--- config.mk ---
export PLATFORM = sky130hd
export DESIGN_NAME = reg_status_file_flat
export DESIGN_NICKNAME = d
export VERILOG_FILES = /design/src/rtl/reg_status_file_if.sv /design/src/rtl/reg_status_file.sv /design/src/flat_wrapper.sv
export SDC_FILE = /design/constraint.sdc
export NUM_CORES = 2
export LEC_CHECK = 0
export BUFFER_PORTS_ARGS = -buffer_cell sky130_fd_sc_hd__buf_2
export CORE_ASPECT_RATIO = 1.1
export CORE_UTILIZATION = 47
export DETAILED_ROUTE_END_ITERATION = 10
export SYNTH_ARGS = -nofsm -noshare
export SYNTH_HDL_FRONTEND = slang
export SYNTH_SLANG_ARGS = --single-unit
--- constraint.sdc ---
create_clock -name clk_in -period 124.5 [get_ports clk_in]
set_input_delay 24.9 -clock clk_in [delete_from_list [all_inputs] [get_ports clk_in]]
set_output_delay 24.9 -clock clk_in [all_outputs]
set_load 0.02 [all_outputs]
--- src/rtl/reg_status_file_if.sv ---
// ---------------------------------------------------------------------------
// reg_status_file_if
//   Bundles the dispatch-read, ROB launch/commit and broadcast signals of the
//   register status file. The slave modport is the register file itself; the
//   master modport is the core side (dispatch stage + ROB).
//
//   Core -> file : rdy_in, clear_in, launch_*, commit_*, rd_addr
//   File -> core : rd_busy, rd_tag, rd_value, bcast_*, busy_cnt
// ---------------------------------------------------------------------------
interface reg_status_file_if #(
    parameter int XLEN  = 32,
    parameter int NREG  = 32,
    parameter int TAG_W = 5,
    parameter int NREAD = 2
);
    localparam int RW = $clog2(NREG);
    localparam int CW = $clog2(NREG + 1);

    logic                   rdy_in;
    logic                   clear_in;
    logic                   launch_valid;
    logic [RW-1:0]          launch_reg;
    logic [TAG_W-1:0]       launch_tag;
    logic                   commit_valid;
    logic [RW-1:0]          commit_reg;
    logic [TAG_W-1:0]       commit_tag;
    logic [XLEN-1:0]        commit_value;
    logic [NREAD*RW-1:0]    rd_addr;
    logic [NREAD-1:0]       rd_busy;
    logic [NREAD*TAG_W-1:0] rd_tag;
    logic [NREAD*XLEN-1:0]  rd_value;
    logic                   bcast_valid;
    logic [TAG_W-1:0]       bcast_tag;
    logic [XLEN-1:0]        bcast_value;
    logic [CW-1:0]          busy_cnt;

    modport master (
        output rdy_in, clear_in,
        output launch_valid, launch_reg, launch_tag,
        output commit_valid, commit_reg, commit_tag, commit_value,
        output rd_addr,
        input  rd_busy, rd_tag, rd_value,
        input  bcast_valid, bcast_tag, bcast_value, busy_cnt
    );

    modport slave (
        input  rdy_in, clear_in,
        input  launch_valid, launch_reg, launch_tag,
        input  commit_valid, commit_reg, commit_tag, commit_value,
        input  rd_addr,
        output rd_busy, rd_tag, rd_value,
        output bcast_valid, bcast_tag, bcast_value, busy_cnt
    );
endinterface

--- src/rtl/reg_status_file.sv ---
// ---------------------------------------------------------------------------
// reg_status_file
//   Architectural register file with per-register rename status (busy bit +
//   ROB tag). Dispatch reads NREAD operands combinationally; ROB launch marks a
//   destination busy; ROB commit writes the value, releases the rename if it
//   is still the newest one, and broadcasts the result one cycle later.
//   Register 0 is hardwired to zero and never busy.
//
//   Ports:
//     clk_in  - clock
//     rst_in  - asynchronous active-high reset
//     bus     - reg_status_file_if.slave (launch/commit/read/broadcast)
// ---------------------------------------------------------------------------
module reg_status_file #(
    parameter int XLEN  = 32,
    parameter int NREG  = 32,
    parameter int TAG_W = 5,
    parameter int NREAD = 2
) (
    input  logic                clk_in,
    input  logic                rst_in,
    reg_status_file_if.slave    bus
);
    localparam int RW = $clog2(NREG);
    localparam int CW = $clog2(NREG + 1);

    logic [XLEN-1:0]  r_value [NREG];
    logic [TAG_W-1:0] r_tag   [NREG];
    logic [NREG-1:0]  r_busy;
    logic             r_bcast_valid;
    logic [TAG_W-1:0] r_bcast_tag;
    logic [XLEN-1:0]  r_bcast_value;
    logic [CW-1:0]    r_busy_cnt;

    logic             w_launch_en;
    logic             w_launch_new;
    logic             w_commit_en;
    logic             w_release;
    logic [NREG-1:0]  w_busy_nxt;
    logic [CW-1:0]    w_cnt_nxt;
    logic [RW-1:0]    w_rd_addr [NREAD];

    // Launch is dropped while flushing; r0 never takes a rename.
    assign w_launch_en  = bus.launch_valid && (bus.launch_reg != '0) && !bus.clear_in;
    assign w_launch_new = w_launch_en && !r_busy[bus.launch_reg];
    assign w_commit_en  = bus.commit_valid && (bus.commit_reg != '0);

    // Release only when the committing entry is still the newest rename and
    // no younger launch to the same register arrives in this very cycle.
    assign w_release = w_commit_en
                     && r_busy[bus.commit_reg]
                     && (r_tag[bus.commit_reg] == bus.commit_tag)
                     && !(bus.launch_valid && (bus.launch_reg == bus.commit_reg));

    // NOTE: every signal driven in always_comb gets a default first so no latch is inferred.
    always_comb begin
        w_busy_nxt = r_busy;
        w_cnt_nxt  = r_busy_cnt;
        if (bus.clear_in) begin
            w_busy_nxt = '0;
            w_cnt_nxt  = '0;
        end else begin
            if (w_release)   w_busy_nxt[bus.commit_reg] = 1'b0;
            if (w_launch_en) w_busy_nxt[bus.launch_reg] = 1'b1;
            w_cnt_nxt = r_busy_cnt + CW'(w_launch_new) - CW'(w_release);
        end
    end

    // NOTE: state uses non-blocking assignments so all registers update from pre-edge values.
    // NOTE: the value/tag arrays are reset because reset must leave every register reading zero.
    always_ff @(posedge clk_in or posedge rst_in) begin
        if (rst_in) begin
            for (int i = 0; i < NREG; i++) begin
                r_value[i] <= '0;
                r_tag[i]   <= '0;
            end
            r_busy        <= '0;
            r_bcast_valid <= 1'b0;
            r_bcast_tag   <= '0;
            r_bcast_value <= '0;
            r_busy_cnt    <= '0;
        end else if (bus.rdy_in) begin
            if (w_commit_en) r_value[bus.commit_reg] <= bus.commit_value;
            if (w_launch_en) r_tag[bus.launch_reg]   <= bus.launch_tag;
            r_busy     <= w_busy_nxt;
            r_busy_cnt <= w_cnt_nxt;
            // Broadcast fires for every commit, including r0.
            r_bcast_valid <= bus.commit_valid;
            if (bus.commit_valid) begin
                r_bcast_tag   <= bus.commit_tag;
                r_bcast_value <= bus.commit_value;
            end
        end
    end

    // Read ports: stored state plus same-cycle commit bypass and flush override.
    always_comb begin
        bus.rd_busy  = '0;
        bus.rd_tag   = '0;
        bus.rd_value = '0;
        for (int k = 0; k < NREAD; k++) begin
            w_rd_addr[k] = bus.rd_addr[k*RW +: RW];
            if (w_rd_addr[k] != '0) begin
                bus.rd_busy[k]              = r_busy[w_rd_addr[k]];
                bus.rd_tag[k*TAG_W +: TAG_W] = r_tag[w_rd_addr[k]];
                bus.rd_value[k*XLEN +: XLEN] = r_value[w_rd_addr[k]];
                if (bus.rdy_in && bus.commit_valid && (w_rd_addr[k] == bus.commit_reg)
                    && r_busy[w_rd_addr[k]] && (r_tag[w_rd_addr[k]] == bus.commit_tag)) begin
                    bus.rd_busy[k]              = 1'b0;
                    bus.rd_value[k*XLEN +: XLEN] = bus.commit_value;
                end
                if (bus.rdy_in && bus.clear_in) bus.rd_busy[k] = 1'b0;
            end
        end
    end

    assign bus.bcast_valid = r_bcast_valid;
    assign bus.bcast_tag   = r_bcast_tag;
    assign bus.bcast_value = r_bcast_value;
    assign bus.busy_cnt    = r_busy_cnt;

endmodule

--- src/flat_wrapper.sv ---
// flat-port wrapper written by rule: the top's interface ports become plain ports
module reg_status_file_flat 
#(
    parameter int XLEN  = 32,
    parameter int NREG  = 32,
    parameter int TAG_W = 5,
    parameter int NREAD = 2
)
  (clk_in, rst_in, bus_rdy_in, bus_clear_in, bus_launch_valid, bus_launch_reg, bus_launch_tag, bus_commit_valid, bus_commit_reg, bus_commit_tag, bus_commit_value, bus_rd_addr, bus_rd_busy, bus_rd_tag, bus_rd_value, bus_bcast_valid, bus_bcast_tag, bus_bcast_value, bus_busy_cnt);
  reg_status_file_if #(.XLEN(XLEN), .NREG(NREG), .TAG_W(TAG_W), .NREAD(NREAD)) bus_i ();
  input  logic clk_in;
  input  logic rst_in;
  input wire logic [$bits(bus_i.rdy_in)-1:0] bus_rdy_in;
  input wire logic [$bits(bus_i.clear_in)-1:0] bus_clear_in;
  input wire logic [$bits(bus_i.launch_valid)-1:0] bus_launch_valid;
  input wire logic [$bits(bus_i.launch_reg)-1:0] bus_launch_reg;
  input wire logic [$bits(bus_i.launch_tag)-1:0] bus_launch_tag;
  input wire logic [$bits(bus_i.commit_valid)-1:0] bus_commit_valid;
  input wire logic [$bits(bus_i.commit_reg)-1:0] bus_commit_reg;
  input wire logic [$bits(bus_i.commit_tag)-1:0] bus_commit_tag;
  input wire logic [$bits(bus_i.commit_value)-1:0] bus_commit_value;
  input wire logic [$bits(bus_i.rd_addr)-1:0] bus_rd_addr;
  output wire logic [$bits(bus_i.rd_busy)-1:0] bus_rd_busy;
  output wire logic [$bits(bus_i.rd_tag)-1:0] bus_rd_tag;
  output wire logic [$bits(bus_i.rd_value)-1:0] bus_rd_value;
  output wire logic [$bits(bus_i.bcast_valid)-1:0] bus_bcast_valid;
  output wire logic [$bits(bus_i.bcast_tag)-1:0] bus_bcast_tag;
  output wire logic [$bits(bus_i.bcast_value)-1:0] bus_bcast_value;
  output wire logic [$bits(bus_i.busy_cnt)-1:0] bus_busy_cnt;
  assign bus_i.rdy_in = bus_rdy_in;
  assign bus_i.clear_in = bus_clear_in;
  assign bus_i.launch_valid = bus_launch_valid;
  assign bus_i.launch_reg = bus_launch_reg;
  assign bus_i.launch_tag = bus_launch_tag;
  assign bus_i.commit_valid = bus_commit_valid;
  assign bus_i.commit_reg = bus_commit_reg;
  assign bus_i.commit_tag = bus_commit_tag;
  assign bus_i.commit_value = bus_commit_value;
  assign bus_i.rd_addr = bus_rd_addr;
  assign bus_rd_busy = bus_i.rd_busy;
  assign bus_rd_tag = bus_i.rd_tag;
  assign bus_rd_value = bus_i.rd_value;
  assign bus_bcast_valid = bus_i.bcast_valid;
  assign bus_bcast_tag = bus_i.bcast_tag;
  assign bus_bcast_value = bus_i.bcast_value;
  assign bus_busy_cnt = bus_i.busy_cnt;
  reg_status_file #(.XLEN(XLEN), .NREG(NREG), .TAG_W(TAG_W), .NREAD(NREAD)) u_core (.clk_in(clk_in), .rst_in(rst_in), .bus(bus_i));
endmodule
==> results.cfg <==
[logic_synthesis]
seq_area_frac_synth_pct = 45.3
syn_inst = 4539
synth_largest_area_cell = dfrtp_1
synth_top_area_share_pct = 45.3
synth_warnings = 0
avgSynthCellArea_um2 = 15.4
async_reset_ff_share_pct = 100
syn_nets = 4614
syn_area_um2 = 69700
synth_seq_cells = 1260
synth_edf_count = 0
synth_ff_type = dfrtp_1
synth.distinct_cells = 54
synth_top_cells_by_area = dfrtp_1 45%, mux4_2 26%, mux2_2 20%, nand2_1 1.7%, clkbuf_1 1.6%

[worst_setup_path]
startpoint_type = input port
crit_chain = buf_8, buf_4, buf_4, buf_4, mux4_2, mux4_2, mux2_2, nand2_1, mux2i_1, buf_2
cp_top_family = buffers and inverters
worst-path-buf-inv = 5
r2r_end = u_core.bus.busy_cnt[5]$_DFFE_PP0P_
rr_worst_depth = 17
arrival_ns = 29.92
crit_type = input port to output pin
cp.required_ns = 99.60
crit_top_cell = buf_4
crit_end = bus_rd_value[27]
rrSetupSlack_ns = 120.03
cp_max_fo = 60
critPathLaunch = bus_rd_addr[0]
reg2reg_from = u_core.r_tag[62]$_DFFE_PP0P_
slowest_delay_ns = 0.84
crit_cells = 10
cp-end-kind = output pin
crit_slowest_cell = buf_4

[cts]
cts_tree = built
cts-buffers-inserted = 143
clock_path_buffers = 3
cts.htree.levels = 4
holdBufCountCts = 0
root_buffer = clkbuf_16
cts_resized = 0
post_cts_buffers = 0
cts.sinks = 1260
clk_pin_slew_ns = 0.05
clk_latency_ns = 0.79

[grt]
grt_pass1_wl_um = 310000
gr-total-overflow = 0
grt_usage_pct = 28.4
grt_start_max_net_pins = 167
antenna_found_initial = 6
grt_pass1_vias = 43800

[place]
port_buffers = 187
dp.cells = 6248
hpwl_um = 116000
globalplace.congestion = 0.881

[detailed_routing]
vias_per_cell = 6.60
drc = 54
vias = 42900
routed_wl_um = 207000
drt_iter0_drc = 4162
ant_nets = 0
wl_per_cell_um = 31.9
dr.pass1.iters = 9

[floorplan]
die_height_um = 406
die_x_um = 369
floorplan.initialDensity_pct = 47.5
die_area_um2 = 150000
io_pins = 188
core_area_um2 = 147000
placementRows = 147

[sta]
worstMarginPinSlew_ns = 1.29
rsz0062_at_grt = no
drv_slew = 0
finalClockSkew_ns = 0.0176
tns_ns = 0
finalHoldViolations = 0
setup_viol_count_final = 0
period_needed_ns = 54.82
fmax_mhz = 18.2
period_share_pct = 44.0
relSlewSlack_pct = 13.0

[finish]
layout_common_cells = 1260 x dfrtp_1, 1214 x mux2_2, 800 x mux4_2
utilization_pct = 52.3
area_growth_syn_to_layout_pct = 10.0
nNetsFinal = 4531
layout.cells.non_filler = 6503
drive_gt1_share_pct = 56.2
multi_input_area_um2 = 36200
final_common_cell = dfrtp_1
fillers = 12000
seqCellArea_um2 = 31500

[power_and_ir_drop]
totalPowerFinal_mw = 1.13
power_leakage_nw = 33.7
power.density_nw_per_um2 = 14.7
vdd_drop_max_mv = 0.0124

[run_status]
run_status = finished, violations left
violations = DRC

[run]
maxCapViolations = 0

[min_path]
worstHoldPathType = flip-flop to flip-flop
## logic make-up (layout without fill, tap and decap cells)
logic type,Yosys count,count (layout),share of synthesized area (%)
AOI/OAI and AO/OA,127,127,1.24
xor gates and xnor gates,30,30,0.377
adders and majority gates,7,7,0.136
buffers and inverters,517,541,3.19
DFF,1260,1260,45.3
muxes,2088,2088,46.5
other,0,3,0
and+or+nand+nor,510,510,3.26
## power breakdown
group / total, mW / internal (mW) / switching (mW)
Combinational: 0.200 / 0.113 / 0.0876
Sequential: 0.497 / 0.460 / 0.0372
Clock: 0.432 / 0.256 / 0.176
## Yosys cell counts, types with 14 or more instances
| cell type | n |
|---|---|
| nor2_1 | 73 |
| inv_1 | 17 |
| buf_1 | 64 |
| mux4_2 | 800 |
| nand3_1 | 29 |
| mux2i_1 | 74 |
| a21oi_1 | 25 |
| a22oi_1 | 30 |
| dfrtp_1 | 1260 |
| xnor2_1 | 15 |
| clkbuf_1 | 291 |
| buf_2 | 119 |
| nor4_1 | 14 |
| nand2_1 | 310 |
| o22ai_1 | 25 |
| o311ai_0 | 14 |
| xor2_1 | 15 |
| mux2_2 | 1214 |
| buf_6 | 14 |
## flip-flops by register name, summed over array words and instances (netlist names)
register,count
u_core.bus.bcast_tag,5
u_core.r_tag,160
u_core.bus.busy_cnt,6
u_core.r_busy,32
u_core.r_value,1024
u_core.bus.bcast_valid,1
u_core.bus.bcast_value,32
## final cells by class
type / instances / area share (%)
Antenna cell: 3 / 0.00980
Clock buffer: 214 / 5.60
Clock inverter: 38 / 0.606
Inverter: 21 / 0.126
Multi-Input combinational cell: 2762 / 47.2
Sequential cell: 1260 / 41.1
Tap cell: 1937 / 3.16
Timing Repair Buffer: 268 / 2.16
## metal layers
layer / global-route usage (%) / routed length, um / vias to the layer above / part of all wire [%]
met1: 39.5 / 86100 / 23600 / 42
met4: 10.3 / 7590 / 6 / 3.7
met2: 45.2 / 100000 / 1594 / 48
li1: - / - / 17400 / -
met5: 0 / 36 / - / 0.017
met3: 4.68 / 13400 / 427 / 6.5
## metrics by stage
step / area [um2] / hold slack, ns / setup slack, ns
floorplan: 69700 / 0.441 / 64.09
global placement: 71900 / 0.376 / 69.56
detailed placement: 71900 / 0.383 / 69.54
CTS: 76600 / 0.397 / 69.53
global route: 76600 / 0.405 / 69.27
finish: 76600 / 0.392 / 69.68
## worst min path at each step
| stage | from | endpoint | slack [ns] | cells past startpoint |
|---|---|---|---|---|
| 2_1_floorplan | u_core.r_value[1000]$_DFFE_PP0P_ | u_core.r_value[1000]$_DFFE_PP0P_ | 0.44 | 1 |
| 3_3_place_gp | u_core.r_value[1022]$_DFFE_PP0P_ | u_core.r_value[1022]$_DFFE_PP0P_ | 0.38 | 0 |
| 3_5_place_dp | u_core.r_value[1006]$_DFFE_PP0P_ | u_core.r_value[1006]$_DFFE_PP0P_ | 0.38 | 0 |
| 4_1_cts | u_core.r_value[1006]$_DFFE_PP0P_ | u_core.r_value[1006]$_DFFE_PP0P_ | 0.40 | 0 |
| 5_1_grt | u_core.r_value[1001]$_DFFE_PP0P_ | u_core.r_value[1001]$_DFFE_PP0P_ | 0.41 | 0 |
| 6_report | u_core.r_value[1006]$_DFFE_PP0P_ | u_core.r_value[1006]$_DFFE_PP0P_ | 0.39 | 0 |
No activity file was read; power rests on OpenSTA's default activity.
